`config.mk`:
```
export PLATFORM = sky130hd
export DESIGN_NAME = des_key_sched_iter_flat
export DESIGN_NICKNAME = d
export VERILOG_FILES = /design/src/rtl/des_key_pkg.sv /design/src/rtl/des_key_sched_iter_if.sv /design/src/rtl/des_pc2.sv /design/src/rtl/key_pc1.sv /design/src/rtl/key_split_28.sv /design/src/rtl/des_key_sched_iter.sv /design/src/flat_wrapper.sv
export SDC_FILE = /design/constraint.sdc
export NUM_CORES = 1
export LEC_CHECK = 0
export BUFFER_PORTS_ARGS = -buffer_cell sky130_fd_sc_hd__buf_2
export CORE_MARGIN = 2
export CORE_UTILIZATION = 61
export CTS_CLUSTER_DIAMETER = 200
export DETAILED_ROUTE_END_ITERATION = 6
export HOLD_SLACK_MARGIN = 0.15
export PLACE_DENSITY_LB_ADDON = 0.3
export SETUP_SLACK_MARGIN = 0.2
export SYNTH_ARGS = -nofsm -noshare
export SYNTH_HDL_FRONTEND = slang
export SYNTH_HIERARCHICAL = 1
export SYNTH_SLANG_ARGS = --single-unit
```
`constraint.sdc`:
```
create_clock -name clk -period 6.6 [get_ports clk]
set_input_delay 1.65 -clock clk [delete_from_list [all_inputs] [get_ports clk]]
set_output_delay 1.65 -clock clk [all_outputs]
set_load 0.05 [all_outputs]
```
`src/rtl/des_key_pkg.sv`:
```
// rtl/des_key_pkg.sv - shared DES key-path constants, tables, state enum and rotate helpers
package des_key_pkg;

  localparam int KEY_W    = 64;
  localparam int CD_W     = 28;
  localparam int PC1_W    = 2 * CD_W;
  localparam int SUBKEY_W = 48;

  localparam logic [3:0] ROUND_LAST = 4'd15;

  typedef enum logic {IDLE, RUN} state_e;

  // Table entries are 1-based source bit numbers, bit 1 = MSB of the source word.
  localparam int PC1_TAB [PC1_W] = '{
    57, 49, 41, 33, 25, 17,  9,
     1, 58, 50, 42, 34, 26, 18,
    10,  2, 59, 51, 43, 35, 27,
    19, 11,  3, 60, 52, 44, 36,
    63, 55, 47, 39, 31, 23, 15,
     7, 62, 54, 46, 38, 30, 22,
    14,  6, 61, 53, 45, 37, 29,
    21, 13,  5, 28, 20, 12,  4
  };

  localparam int PC2_TAB [SUBKEY_W] = '{
    14, 17, 11, 24,  1,  5,
     3, 28, 15,  6, 21, 10,
    23, 19, 12,  4, 26,  8,
    16,  7, 27, 20, 13,  2,
    41, 52, 31, 37, 47, 55,
    30, 40, 51, 45, 33, 48,
    44, 49, 39, 56, 34, 53,
    46, 42, 50, 36, 29, 32
  };

  // Shift amount that produces K(i+1) from the previous C/D pair, encrypt order.
  localparam logic [1:0] SHIFT_TAB [16] = '{
    2'd1, 2'd1, 2'd2, 2'd2, 2'd2, 2'd2, 2'd2, 2'd2,
    2'd1, 2'd2, 2'd2, 2'd2, 2'd2, 2'd2, 2'd2, 2'd1
  };

  function automatic logic [CD_W-1:0] rotl28(input logic [CD_W-1:0] x, input logic [1:0] n);
    return (n == 2'd2) ? {x[CD_W-3:0], x[CD_W-1:CD_W-2]} : {x[CD_W-2:0], x[CD_W-1]};
  endfunction

  function automatic logic [CD_W-1:0] rotr28(input logic [CD_W-1:0] x, input logic [1:0] n);
    return (n == 2'd2) ? {x[1:0], x[CD_W-1:2]} : {x[0], x[CD_W-1:1]};
  endfunction

endpackage

```
`src/rtl/des_key_sched_iter_if.sv`:
```
// rtl/des_key_sched_iter_if.sv - start/load and subkey pull handshake bundle
interface des_key_sched_iter_if import des_key_pkg::*; ();
  logic                start;
  logic [KEY_W-1:0]    key_in;
  logic                decrypt;
  logic                busy;
  logic                key_valid;
  logic                key_ready;
  logic [SUBKEY_W-1:0] subkey;
  logic [3:0]          round;
  logic                last;

  modport master (
    output start, key_in, decrypt, key_ready,
    input  busy, key_valid, subkey, round, last
  );

  modport slave (
    input  start, key_in, decrypt, key_ready,
    output busy, key_valid, subkey, round, last
  );
endinterface

```
`src/rtl/des_pc2.sv`:
```
// rtl/des_pc2.sv - DES permuted choice 2, 56-bit C||D to 48-bit round subkey
module des_pc2 import des_key_pkg::*; (
  input  logic [PC1_W-1:0]    cd_i,
  output logic [SUBKEY_W-1:0] subkey_o
);

  for (genvar j = 0; j < SUBKEY_W; j++) begin : g_pc2
    localparam int SRC = PC1_W - PC2_TAB[j];
    assign subkey_o[SUBKEY_W-1-j] = cd_i[SRC];
  end

  // C/D positions 9,18,22,25,35,38,43,54 are dropped by PC2.
  logic unused_dropped;
  assign unused_dropped = ^{cd_i[47], cd_i[38], cd_i[34], cd_i[31],
                            cd_i[21], cd_i[18], cd_i[13], cd_i[2]};

endmodule

```
`src/rtl/key_pc1.sv`:
```
// rtl/key_pc1.sv - DES permuted choice 1, 64-bit key to 56-bit C||D
module key_pc1 import des_key_pkg::*; (
  input  logic [KEY_W-1:0] key_i,
  output logic [PC1_W-1:0] pc1_o
);

  for (genvar i = 0; i < PC1_W; i++) begin : g_pc1
    localparam int SRC = KEY_W - PC1_TAB[i];
    assign pc1_o[PC1_W-1-i] = key_i[SRC];
  end

  // Parity bits never reach the schedule.
  logic unused_parity;
  assign unused_parity = ^{key_i[56], key_i[48], key_i[40], key_i[32],
                           key_i[24], key_i[16], key_i[8],  key_i[0]};

endmodule

```
`src/rtl/key_split_28.sv`:
```
// rtl/key_split_28.sv - splits the PC1 result into the C and D halves
module key_split_28 import des_key_pkg::*; (
  input  logic [PC1_W-1:0] cd_i,
  output logic [CD_W-1:0]  c_o,
  output logic [CD_W-1:0]  d_o
);

  assign c_o = cd_i[PC1_W-1:CD_W];
  assign d_o = cd_i[CD_W-1:0];

endmodule

```
`src/rtl/des_key_sched_iter.sv`:
```
// rtl/des_key_sched_iter.sv - iterative DES key scheduler, one subkey per valid/ready handshake
module des_key_sched_iter import des_key_pkg::*; (
  input  logic                 clk,
  input  logic                 rst_n,
  des_key_sched_iter_if.slave  bus
);

  logic [PC1_W-1:0]    pc1_w;
  logic [CD_W-1:0]     c_ld, d_ld;
  logic [SUBKEY_W-1:0] pc2_w;

  key_pc1      u_pc1   (.key_i(bus.key_in), .pc1_o(pc1_w));
  key_split_28 u_split (.cd_i(pc1_w), .c_o(c_ld), .d_o(d_ld));

  state_e          state_q, state_d;
  logic [CD_W-1:0] c_q, c_d, d_q, d_d;
  logic [3:0]      round_q, round_d;
  logic            dec_q, dec_d;
  logic            busy_q, busy_d;
  logic            valid_q, valid_d;
  logic            last_q, last_d;
  logic            accept;
  logic [1:0]      shamt;

  assign accept = valid_q & bus.key_ready;

  // Decrypt walks the encrypt table backwards with right rotations.
  assign shamt = dec_q ? SHIFT_TAB[ROUND_LAST - round_q] : SHIFT_TAB[round_q + 4'd1];

  always_comb begin
    state_d = state_q;
    c_d     = c_q;
    d_d     = d_q;
    round_d = round_q;
    dec_d   = dec_q;
    case (state_q)
      IDLE: begin
        if (bus.start) begin
          state_d = RUN;
          dec_d   = bus.decrypt;
          round_d = '0;
          // C16/D16 equal C0/D0, so decrypt loads unrotated to present K16 first.
          c_d     = bus.decrypt ? c_ld : rotl28(c_ld, SHIFT_TAB[0]);
          d_d     = bus.decrypt ? d_ld : rotl28(d_ld, SHIFT_TAB[0]);
        end
      end
      RUN: begin
        if (accept) begin
          if (round_q == ROUND_LAST) begin
            state_d = IDLE;
            c_d     = '0;
            d_d     = '0;
            round_d = '0;
            dec_d   = 1'b0;
          end else begin
            round_d = round_q + 4'd1;
            c_d     = dec_q ? rotr28(c_q, shamt) : rotl28(c_q, shamt);
            d_d     = dec_q ? rotr28(d_q, shamt) : rotl28(d_q, shamt);
          end
        end
      end
      default: state_d = IDLE;
    endcase
    busy_d  = (state_d == RUN);
    valid_d = (state_d == RUN);
    last_d  = (state_d == RUN) && (round_d == ROUND_LAST);
  end

  always_ff @(posedge clk or negedge rst_n) begin
    if (!rst_n) begin
      state_q <= IDLE;
      c_q     <= '0;
      d_q     <= '0;
      round_q <= '0;
      dec_q   <= 1'b0;
      busy_q  <= 1'b0;
      valid_q <= 1'b0;
      last_q  <= 1'b0;
    end else begin
      state_q <= state_d;
      c_q     <= c_d;
      d_q     <= d_d;
      round_q <= round_d;
      dec_q   <= dec_d;
      busy_q  <= busy_d;
      valid_q <= valid_d;
      last_q  <= last_d;
    end
  end

  des_pc2 u_pc2 (.cd_i({c_q, d_q}), .subkey_o(pc2_w));

  assign bus.subkey    = valid_q ? pc2_w : '0;
  assign bus.busy      = busy_q;
  assign bus.key_valid = valid_q;
  assign bus.round     = round_q;
  assign bus.last      = last_q;

endmodule
```
`src/flat_wrapper.sv`:
```
// flat-port wrapper written by rule: the top's interface ports become plain ports
module des_key_sched_iter_flat import des_key_pkg::*;
  (clk, rst_n, bus_start, bus_key_in, bus_decrypt, bus_key_ready, bus_busy, bus_key_valid, bus_subkey, bus_round, bus_last);
  des_key_sched_iter_if bus_i ();
  input  logic clk;
  input  logic rst_n;
  input wire logic [$bits(bus_i.start)-1:0] bus_start;
  input wire logic [$bits(bus_i.key_in)-1:0] bus_key_in;
  input wire logic [$bits(bus_i.decrypt)-1:0] bus_decrypt;
  input wire logic [$bits(bus_i.key_ready)-1:0] bus_key_ready;
  output wire logic [$bits(bus_i.busy)-1:0] bus_busy;
  output wire logic [$bits(bus_i.key_valid)-1:0] bus_key_valid;
  output wire logic [$bits(bus_i.subkey)-1:0] bus_subkey;
  output wire logic [$bits(bus_i.round)-1:0] bus_round;
  output wire logic [$bits(bus_i.last)-1:0] bus_last;
  assign bus_i.start = bus_start;
  assign bus_i.key_in = bus_key_in;
  assign bus_i.decrypt = bus_decrypt;
  assign bus_i.key_ready = bus_key_ready;
  assign bus_busy = bus_i.busy;
  assign bus_key_valid = bus_i.key_valid;
  assign bus_subkey = bus_i.subkey;
  assign bus_round = bus_i.round;
  assign bus_last = bus_i.last;
  des_key_sched_iter u_core (.clk(clk), .rst_n(rst_n), .bus(bus_i));
endmodule
```
==> out/qor.tcl, run 1 <==
set qor(cts_tree) {built}
set qor(reg2reg_to) {u_core/c_q[25]$_DFFE_PN0P_}
set qor(final.min_clock_period_ns) 3.82
set qor(timing.hold.worst_path_depth) 1
set qor(post_route_cells_drive_above_1_share_pct) 23.0
set qor(clk_latency_ns) 0.34
set qor(groute.usage.overall_pct) 23.6
set qor(core_region_area_sq_mm) 0.00982
set qor(grt_start_max_net_pins) 64
set qor(cts_clk_pin_slew_worst_paths_ns) 0.07
set qor(worstPathCellList) {buf_2 > nand2b_2 > and2_2 > a21oi_1 > o21ai_0 > a221o_1}
set qor(drt_iter0_drc) 346
set qor(reg2reg_start) {u_core/bus.key_valid$_DFF_PN0_}
set qor(clock_tree_buf_depth) 2
set qor(fin_util_pct) 57.9
set qor(routedWlPerCell_um) 16.8
set qor(path_delay_family) {simple AND/OR/NAND/NOR gates}
set qor(hold_start) {u_core/c_q[19]$_DFFE_PN0P_}
set qor(finish.net_count) 698
set qor(use_met2_pct) 36.9
set qor(cts-buffers-inserted) 9
set qor(floorplan.die.height_um) 105
set qor(worst-r2r-setup-slack_ns) 2.88
set qor(powerDensity_mw_per_mm2) 393
set qor(die-area_sq_mm) 0.0110
set qor(row_count) 36
set qor(period_share_pct) 57.9
set qor(met1_usage_pct) 34.2
set qor(yosys.area.top_type_share_pct) 25.4
set qor(cp.arrival_ns) 4.09
set qor(post_drt_via_cell_ratio) 5.98
set qor(synth.top_cells.by_count) {sky130_fd_sc_hd__buf_4, sky130_fd_sc_hd__mux2i_1, sky130_fd_sc_hd__dfrtp_1}
set qor(setup_tns_ns) 0
set qor(dominant_synthesized_flop_cell) {sky130_fd_sc_hd__dfrtp_1}
set qor(relSlewSlack_pct) 23.3
set qor(setup.worst_path.start_class) {input pin}
set qor(mappedNetlistArea_sq_mm) 0.00620
set qor(post_synth_inst_count) 706
set qor(syn_avg_cell_area_sq_um) 8.78
set qor(critical_path_class) {input pin to flip-flop}
set qor(pin_count) 124
set qor(antenna_found_initial) 0
set qor(replace_congestion) 0.799
set qor(detail_route.drc_violations) 0
set qor(grt_busiest_layer) {met2}
set qor(dr.pass1.iters) 5
set qor(finalWirelength_um) 12800
set qor(cts.root.buffer_cell) {sky130_fd_sc_hd__clkbuf_8}
set qor(synth.yosys.warnings) 6
set qor(ctsHtreeMaxLevel) 3
set qor(holdWs_ns) 0.595
set qor(net_count_synth) 779
set qor(detailed_place_hpwl_um) 8050
set qor(grt_pass1_vias) 4266
set qor(endpoint_kind) {flip-flop}
set qor(grt_use_met3_pct) 2.74
set qor(die-width_um) 105
set qor(synth_async_sr_flop_share_pct) 100
set qor(yosysSeqAreaShare_pct) 25.4
set qor(synth.top_cells.by_area) {sky130_fd_sc_hd__dfrtp_1, sky130_fd_sc_hd__buf_4, sky130_fd_sc_hd__mux2i_1}
set qor(setup_repair_after_global_routing_missed_its_margin) {no}
set qor(setup_viol) 0
set qor(slowest_delay_ns) 1.07
set qor(synthDominantAreaCellType) {sky130_fd_sc_hd__dfrtp_1}
set qor(final.setup_skew_ns) 0.00564
set qor(num_vias) 4564
set qor(ys_seq_elements) 63
set qor(final-hold-violation-count) 0
set qor(p_leak_nw) 2.79
set qor(antenna_cells_inserted) 0
set qor(power.ir.vdd_worst_mv) 0.283
set qor(r2r.worst_path.cells) 6
set qor(ant_nets) 0
set qor(instances_no_fill) 763
set qor(timing.critical_path.slowest_stage_cell) {sky130_fd_sc_hd__and2_2}
set qor(achievable-frequency_mhz) 262
set qor(start_util_pct) 63.1
set qor(io_buffer_count) 115
set qor(post_cts_resize_count) 0
set qor(post_cts_buffers) 0
set qor(numPlacedInstances) 747
set qor(synthDistinctLibCells) 38
set qor(finalMaxSlewViolations) 0
set qor(worst_hold_path_type) {flip-flop to flip-flop}
set qor(cp_max_fo) 58
set qor(gr-total-overflow) 0
set qor(result_of_the_run) {completed}
set qor(clock_sink_count) 63
set qor(synth-edff-count) 0
set qor(cp_data_required_time_ns) 6.87
set qor(grt_pass1_wl_um) 21500
set qor(critical_path_buf_inv_count) 1
set qor(cts.hold.buffers_added) 0
set qor(synth_most_common_cell) {sky130_fd_sc_hd__buf_4}
set qor(layout-area-overhead-vs-synth_pct) -8.22
set qor(hold_end) {u_core/c_q[20]$_DFFE_PN0P_}
set qor(worstMarginPinSlew_ns) 1.15
set qor(max_cap_violations) 0
[worst max-delay path by stage]
stage	from	endpoint	cells after the start
4_1_cts	bus_start	u_core/d_q[3]$_DFFE_PN0P_	6
2_1_floorplan	u_core/bus.key_valid$_DFF_PN0_	bus_subkey[39]	3
3_3_place_gp	bus_start	u_core/d_q[1]$_DFFE_PN0P_	6
3_5_place_dp	bus_start	u_core/d_q[3]$_DFFE_PN0P_	6
5_1_grt	u_core/bus.key_valid$_DFF_PN0_	u_core/d_q[0]$_DFFE_PN0P_	6
6_report	bus_start	u_core/c_q[25]$_DFFE_PN0P_	6
[area by class of cell]
class | count | area, sq um
Sequential cell | 63 | 1580
Multi-Input combinational cell | 428 | 3100
Tap cell | 133 | 166
Clock buffer | 10 | 128
Inverter | 2 | 7.51
Clock inverter | 6 | 85.1
Fill cell | 948 | 4130
Timing Repair Buffer | 121 | 623
[where the power goes]
| part | total, W | switching (W) | internal [W] | leakage [nW] |
|---|---|---|---|---|
| Sequential | 0.000623 | 0.000150 | 0.000473 | 0.843 |
| Combinational | 0.00125 | 0.000793 | 0.000462 | 1.85 |
| Clock | 0.000360 | 0.000148 | 0.000211 | 0.102 |
| Total | 0.00224 | 0.00109 | 0.00115 | 2.79 |
[stage by stage]
| stage | area [sq um] | power [W] | worst slack, ns |
|---|---|---|---|
| after floorplan | 6200 | 0.00181 | 3.31 |
| after global placement | 5470 | 0.00184 | 2.41 |
| after detailed placement | 5470 | 0.00188 | 2.40 |
| after CTS | 5690 | 0.00224 | 2.77 |
| after global routing | 5690 | 0.00237 | 2.46 |
| final | 5690 | 0.00224 | 2.78 |
[cell families (layout without fill, tap and decap cells)]
kind of cell / Yosys count / count (layout) / synth area share, %
and+or+nand+nor: 126 / 126 / 10.3
muxes: 115 / 115 / 18.6
xor gates and xnor gates: 1 / 1 / 0.141
DFF: 63 / 63 / 25.4
buffers and inverters: 215 / 139 / 24.9
adders and majority gates: 4 / 4 / 0.808
AOI/OAI and AO/OA: 182 / 182 / 19.8
[sequential cells by signal (all words and copies together) (netlist names)]
name                  count
u_core/c_q               28
u_core/d_q               28
u_core/bus.last           1
u_core/bus.round          4
u_core/dec_q              1
u_core/bus.key_valid      1
[placed cells by master (no fill, tap or decap), types with 4 or more instances in the layout]
cell                       count
sky130_fd_sc_hd__buf_2       114
sky130_fd_sc_hd__mux2i_1     114
sky130_fd_sc_hd__dfrtp_1      63
sky130_fd_sc_hd__nor2_1       60
sky130_fd_sc_hd__a21oi_1      57
sky130_fd_sc_hd__a221o_1      56
sky130_fd_sc_hd__and2_1       48
sky130_fd_sc_hd__o21ai_0      47
sky130_fd_sc_hd__o21ai_1      13
sky130_fd_sc_hd__clkbuf_8      9
sky130_fd_sc_hd__buf_4         7
sky130_fd_sc_hd__nand2_1       5
sky130_fd_sc_hd__ha_1          4
[routing by layer]
layer | vias up | wire (um)
met4 | 0 | 99
met1 | 2215 | 6120
li1 | 2191 | -
met3 | 9 | 782
met2 | 149 | 5810
met5 | - | 0
No activity file was read; power rests on OpenSTA's default activity.
==> run 2, diff against run 1 <==
Settings changed: ABC_AREA set to 1, CORE_UTILIZATION 61 to 59.
Clock period 6.6 ns to 3.7 ns, I/O delays scaled along.
==> run 2 against run 1 <==
Die area increased by 21%. Largest power group unchanged. Combinational power grew to 4.1 times the previous value. Highest routed layer unchanged. Design area rose by 20%.
==> out/qor.tcl, run 2 <==
set qor(synth_async_sr_flop_share_pct) 100 ;# unchanged
set qor(layout-area-overhead-vs-synth_pct) -6.27 ;# was -8.22%
set qor(yosysSeqAreaShare_pct) 21.6 ;# was 25.4%
set qor(pin_count) 124 ;# unchanged
set qor(slowest_delay_ns) 0.82 ;# was 1.07 ns
set qor(antenna_found_initial) 0 ;# unchanged
set qor(post_cts_resize_count) 0 ;# unchanged
set qor(die-area_sq_mm) 0.0133 ;# was 0.0110 sq mm
set qor(yosys.area.top_type_share_pct) 21.6 ;# was 25.4%
set qor(relSlewSlack_pct) 24.8 ;# was 23.3%
set qor(layout_commonest_cell) {sky130_fd_sc_hd__nand2_1}
set qor(ctsHtreeMaxLevel) 3 ;# unchanged
set qor(replace_congestion) 0.883 ;# was 0.799
set qor(critical_path_class) {flip-flop to flip-flop} ;# was input pin to flip-flop
set qor(mostFrequentLayoutCells) {sky130_fd_sc_hd__nand2_1, sky130_fd_sc_hd__inv_1, sky130_fd_sc_hd__buf_2, sky130_fd_sc_hd__nand3_1, sky130_fd_sc_hd__nor2_1} ;# was sky130_fd_sc_hd__buf_2, sky130_fd_sc_hd__mux2i_1, sky130_fd_sc_hd__dfrtp_1, sky130_fd_sc_hd__nor2_1, sky130_fd_sc_hd__a21oi_1
set qor(grt_pass1_vias) 5899 ;# was 4266
set qor(totalPowerFinal_w) 0.00736 ;# was 0.00224 W
set qor(drt_iter0_drc) 491 ;# was 346
set qor(final.setup_skew_ns) 0.00759 ;# was 0.00564 ns
set qor(syn_avg_cell_area_sq_um) 5.89 ;# was 8.78 sq um
set qor(cp_max_fo) 56 ;# was 58
set qor(numPlacedInstances) 1293 ;# was 747
set qor(synth.top_cells.by_count) {sky130_fd_sc_hd__nand2_1, sky130_fd_sc_hd__inv_1, sky130_fd_sc_hd__buf_4} ;# was sky130_fd_sc_hd__buf_4, sky130_fd_sc_hd__mux2i_1, sky130_fd_sc_hd__dfrtp_1
set qor(detail_route.drc_violations) 0 ;# unchanged
set qor(synth-edff-count) 0 ;# unchanged
set qor(clk_latency_ns) 0.33 ;# was 0.34 ns
set qor(io_buffer_count) 115 ;# unchanged
set qor(result_of_the_run) {completed} ;# unchanged
set qor(net_count_synth) 1314 ;# was 779
set qor(grt_start_max_net_pins) 74 ;# was 64
set qor(core_region_area_sq_mm) 0.0121 ;# was 0.00982 sq mm
set qor(ant_nets) 0 ;# unchanged
set qor(final.min_clock_period_ns) 2.90
set qor(gr-total-overflow) 0 ;# unchanged
set qor(worstPathCellList) {inv_1 > ha_1 > inv_1 > nand3_2 > nand3_2 > nand3_2 > nand2_1 > nand3_1 > nand2_1 > nand2_1 > a21oi_1} ;# was buf_2 > nand2b_2 > and2_2 > a21oi_1 > o21ai_0 > a221o_1
set qor(worstMarginPinSlew_ns) 1.13 ;# was 1.15 ns
set qor(path_delay_family) {simple AND/OR/NAND/NOR gates} ;# unchanged
set qor(synth_most_common_cell) {sky130_fd_sc_hd__nand2_1} ;# was sky130_fd_sc_hd__buf_4
set qor(num_vias) 6738 ;# was 4564
set qor(dp_slack_ns) 0.836 ;# was 2.40 ns
set qor(cp_data_required_time_ns) 3.95 ;# was 6.87 ns
set qor(finalMaxSlewViolations) 0 ;# unchanged
set qor(setup.worst_path.start_class) {flip-flop} ;# was input pin
set qor(post_cts_buffers) 0 ;# unchanged
set qor(period_share_pct) 78.5
set qor(critical_path_buf_inv_count) 2 ;# was 1
set qor(clock_sink_count) 63 ;# unchanged
set qor(cts_clk_pin_slew_worst_paths_ns) 0.06 ;# was 0.07 ns
set qor(setup_tns_ns) 0 ;# unchanged
set qor(cts.hold.buffers_added) 0 ;# unchanged
set qor(floorplan.die.height_um) 115 ;# was 105 um
set qor(ys_seq_elements) 63 ;# unchanged
set qor(row_count) 40 ;# was 36
set qor(p_leak_nw) 4.00 ;# was 2.79 nW
set qor(finish.net_count) 1209 ;# was 698
set qor(worst_hold_path_type) {flip-flop to flip-flop} ;# unchanged
set qor(synth.yosys.warnings) 6 ;# unchanged
set qor(instances_no_fill) 1309 ;# was 763
set qor(setup_repair_after_global_routing_missed_its_margin) {no} ;# unchanged
set qor(setup_viol) 0 ;# unchanged
set qor(clock_tree_buf_depth) 2 ;# unchanged
set qor(endpoint_kind) {flip-flop} ;# unchanged
set qor(timing.critical_path.slowest_stage_cell) {sky130_fd_sc_hd__nand3_2} ;# was sky130_fd_sc_hd__and2_2
set qor(antenna_cells_inserted) 0 ;# unchanged
set qor(cts-buffers-inserted) 9 ;# unchanged
set qor(post_route_cells_drive_above_1_share_pct) 14.2 ;# was 23.0%
set qor(powerDensity_mw_per_mm2) 1070 ;# was 393 mW/mm^2
set qor(dr.pass1.iters) 5 ;# unchanged
set qor(cp.arrival_ns) 3.15 ;# was 4.09 ns
set qor(die-width_um) 115 ;# was 105 um
set qor(start_util_pct) 60.6 ;# was 63.1%
set qor(finalWirelength_um) 16200 ;# was 12800 um
set qor(post_synth_inst_count) 1241 ;# was 706
set qor(detailed_place_hpwl_um) 10300 ;# was 8050 um
set qor(dominant_synthesized_flop_cell) {sky130_fd_sc_hd__dfrtp_1} ;# unchanged
set qor(grt_pass1_wl_um) 27600 ;# was 21500 um
set qor(cts.root.buffer_cell) {sky130_fd_sc_hd__clkbuf_16} ;# was sky130_fd_sc_hd__clkbuf_8
set qor(cts_tree) {built} ;# unchanged
set qor(synthDistinctLibCells) 22 ;# was 38
set qor(worst_setup_slack_after_layout_ns) 0.796 ;# was 2.78 ns
set qor(achievable-frequency_mhz) 344
set qor(power.ir.vdd_worst_mv) 0.446 ;# was 0.283 mV
set qor(max_cap_violations) 0 ;# unchanged
set qor(routedWlPerCell_um) 12.4 ;# was 16.8 um
set qor(post_drt_via_cell_ratio) 5.15 ;# was 5.98
set qor(synthDominantAreaCellType) {sky130_fd_sc_hd__dfrtp_1} ;# unchanged
set qor(final-hold-violation-count) 0 ;# unchanged
set qor(synth.top_cells.by_area) {sky130_fd_sc_hd__dfrtp_1, sky130_fd_sc_hd__buf_4, sky130_fd_sc_hd__nand2_1} ;# was sky130_fd_sc_hd__dfrtp_1, sky130_fd_sc_hd__buf_4, sky130_fd_sc_hd__mux2i_1
set qor(mappedNetlistArea_sq_mm) 0.00731 ;# was 0.00620 sq mm
set qor(groute.usage.overall_pct) 25.1 ;# was 23.6%
==> run 2: cell types whose count changed after synthesis, sizes merged, moves of 11 or more <==
cell / before / now
nand2: 5 / 291
inv: 2 / 174
nand3: 2 / 120
mux2i: 114 / 0
a21oi: 57 / 114
a221o: 56 / 0
o21ai: 60 / 115
nor2: 61 / 115
and2: 49 / 0
clkbuf: 20 / 36
buf: 193 / 204
==> run 2: area by class of cell <==
class	count	area (sq um)
Inverter	174	653
Sequential cell	63	1580
Fill cell	1313	5210
Tap cell	168	210
Multi-Input combinational cell	764	3430
Timing Repair Buffer	124	668
Clock inverter	3	42.5
Clock buffer	13	260
==> run 2: cells by family (layout without fill, tap and decap cells) <==
| kind of cell | after synthesis | after routing | share of synthesized area (%) |
|---|---|---|---|
| flip-flops | 63 | 63 | 21.6 |
| buffers and inverters | 414 | 314 | 31.5 |
| adder cells (fa/ha/maj) | 4 | 4 | 0.685 |
| AO/OA/AOI/OAI | 233 | 233 | 16.6 |
| AND/OR/NAND/NOR | 527 | 527 | 29.6 |
==> run 2: where the power goes <==
group	switching [W]	internal, W	total (W)	leakage [nW]
clock network	0.000305	0.000558	0.000863	0.146
registers	0.000342	0.00102	0.00136	0.690
logic	0.00364	0.00150	0.00513	3.16
total	0.00428	0.00307	0.00736	4.00
==> run 2: routing by layer <==
layer,global-route usage (%),wire length [um],vias up
met5,0,0,-
met4,6.91,180,0
met3,3.58,999,13
met2,40.9,7200,239
met1,35.0,7810,3003
li1,-,-,3483
==> run 2: worst paths after layout <==
| path | startpoint | to | slack, ns | cells after the start |
|---|---|---|---|---|
| min in group asynchronous | rst_n | u_core/bus.round[0]$_DFF_PN0_ | 0.62 | 1 |
| worst min register to register | u_core/d_q[18]$_DFFE_PN0P_ | u_core/d_q[18]$_DFFE_PN0P_ | 0.52 | 2 |
| max in group asynchronous | rst_n | u_core/d_q[24]$_DFFE_PN0P_ | 2.46 | 2 |
| worst max-delay path | u_core/bus.round[0]$_DFF_PN0_ | u_core/c_q[22]$_DFFE_PN0P_ | 0.80 | 11 |
| worst min-delay path | u_core/d_q[18]$_DFFE_PN0P_ | u_core/d_q[18]$_DFFE_PN0P_ | 0.52 | 2 |
| worst max register to register | u_core/bus.round[0]$_DFF_PN0_ | u_core/c_q[22]$_DFFE_PN0P_ | 0.80 | 11 |
==> run 2: worst reg2reg max path, delay by kind of cell (launching register included) <==
kind | cells | cell delay [ns]
simple gates | 7 | 1.70
flops | 1 | 0.46
fa+ha+maj | 1 | 0.30
buf+inv | 2 | 0.21
compound gates | 1 | 0.16
==> run 2: stage by stage <==
stage | util, % | hold WS (ns) | cell area [sq um]
global placement | 54.3 | 0.500 | 6550
floorplan | - | 0.489 | 7310
global route | 56.8 | 0.542 | 6850
finish | 56.8 | 0.517 | 6850
detailed placement | 54.3 | 0.505 | 6550
CTS | 56.8 | 0.517 | 6850
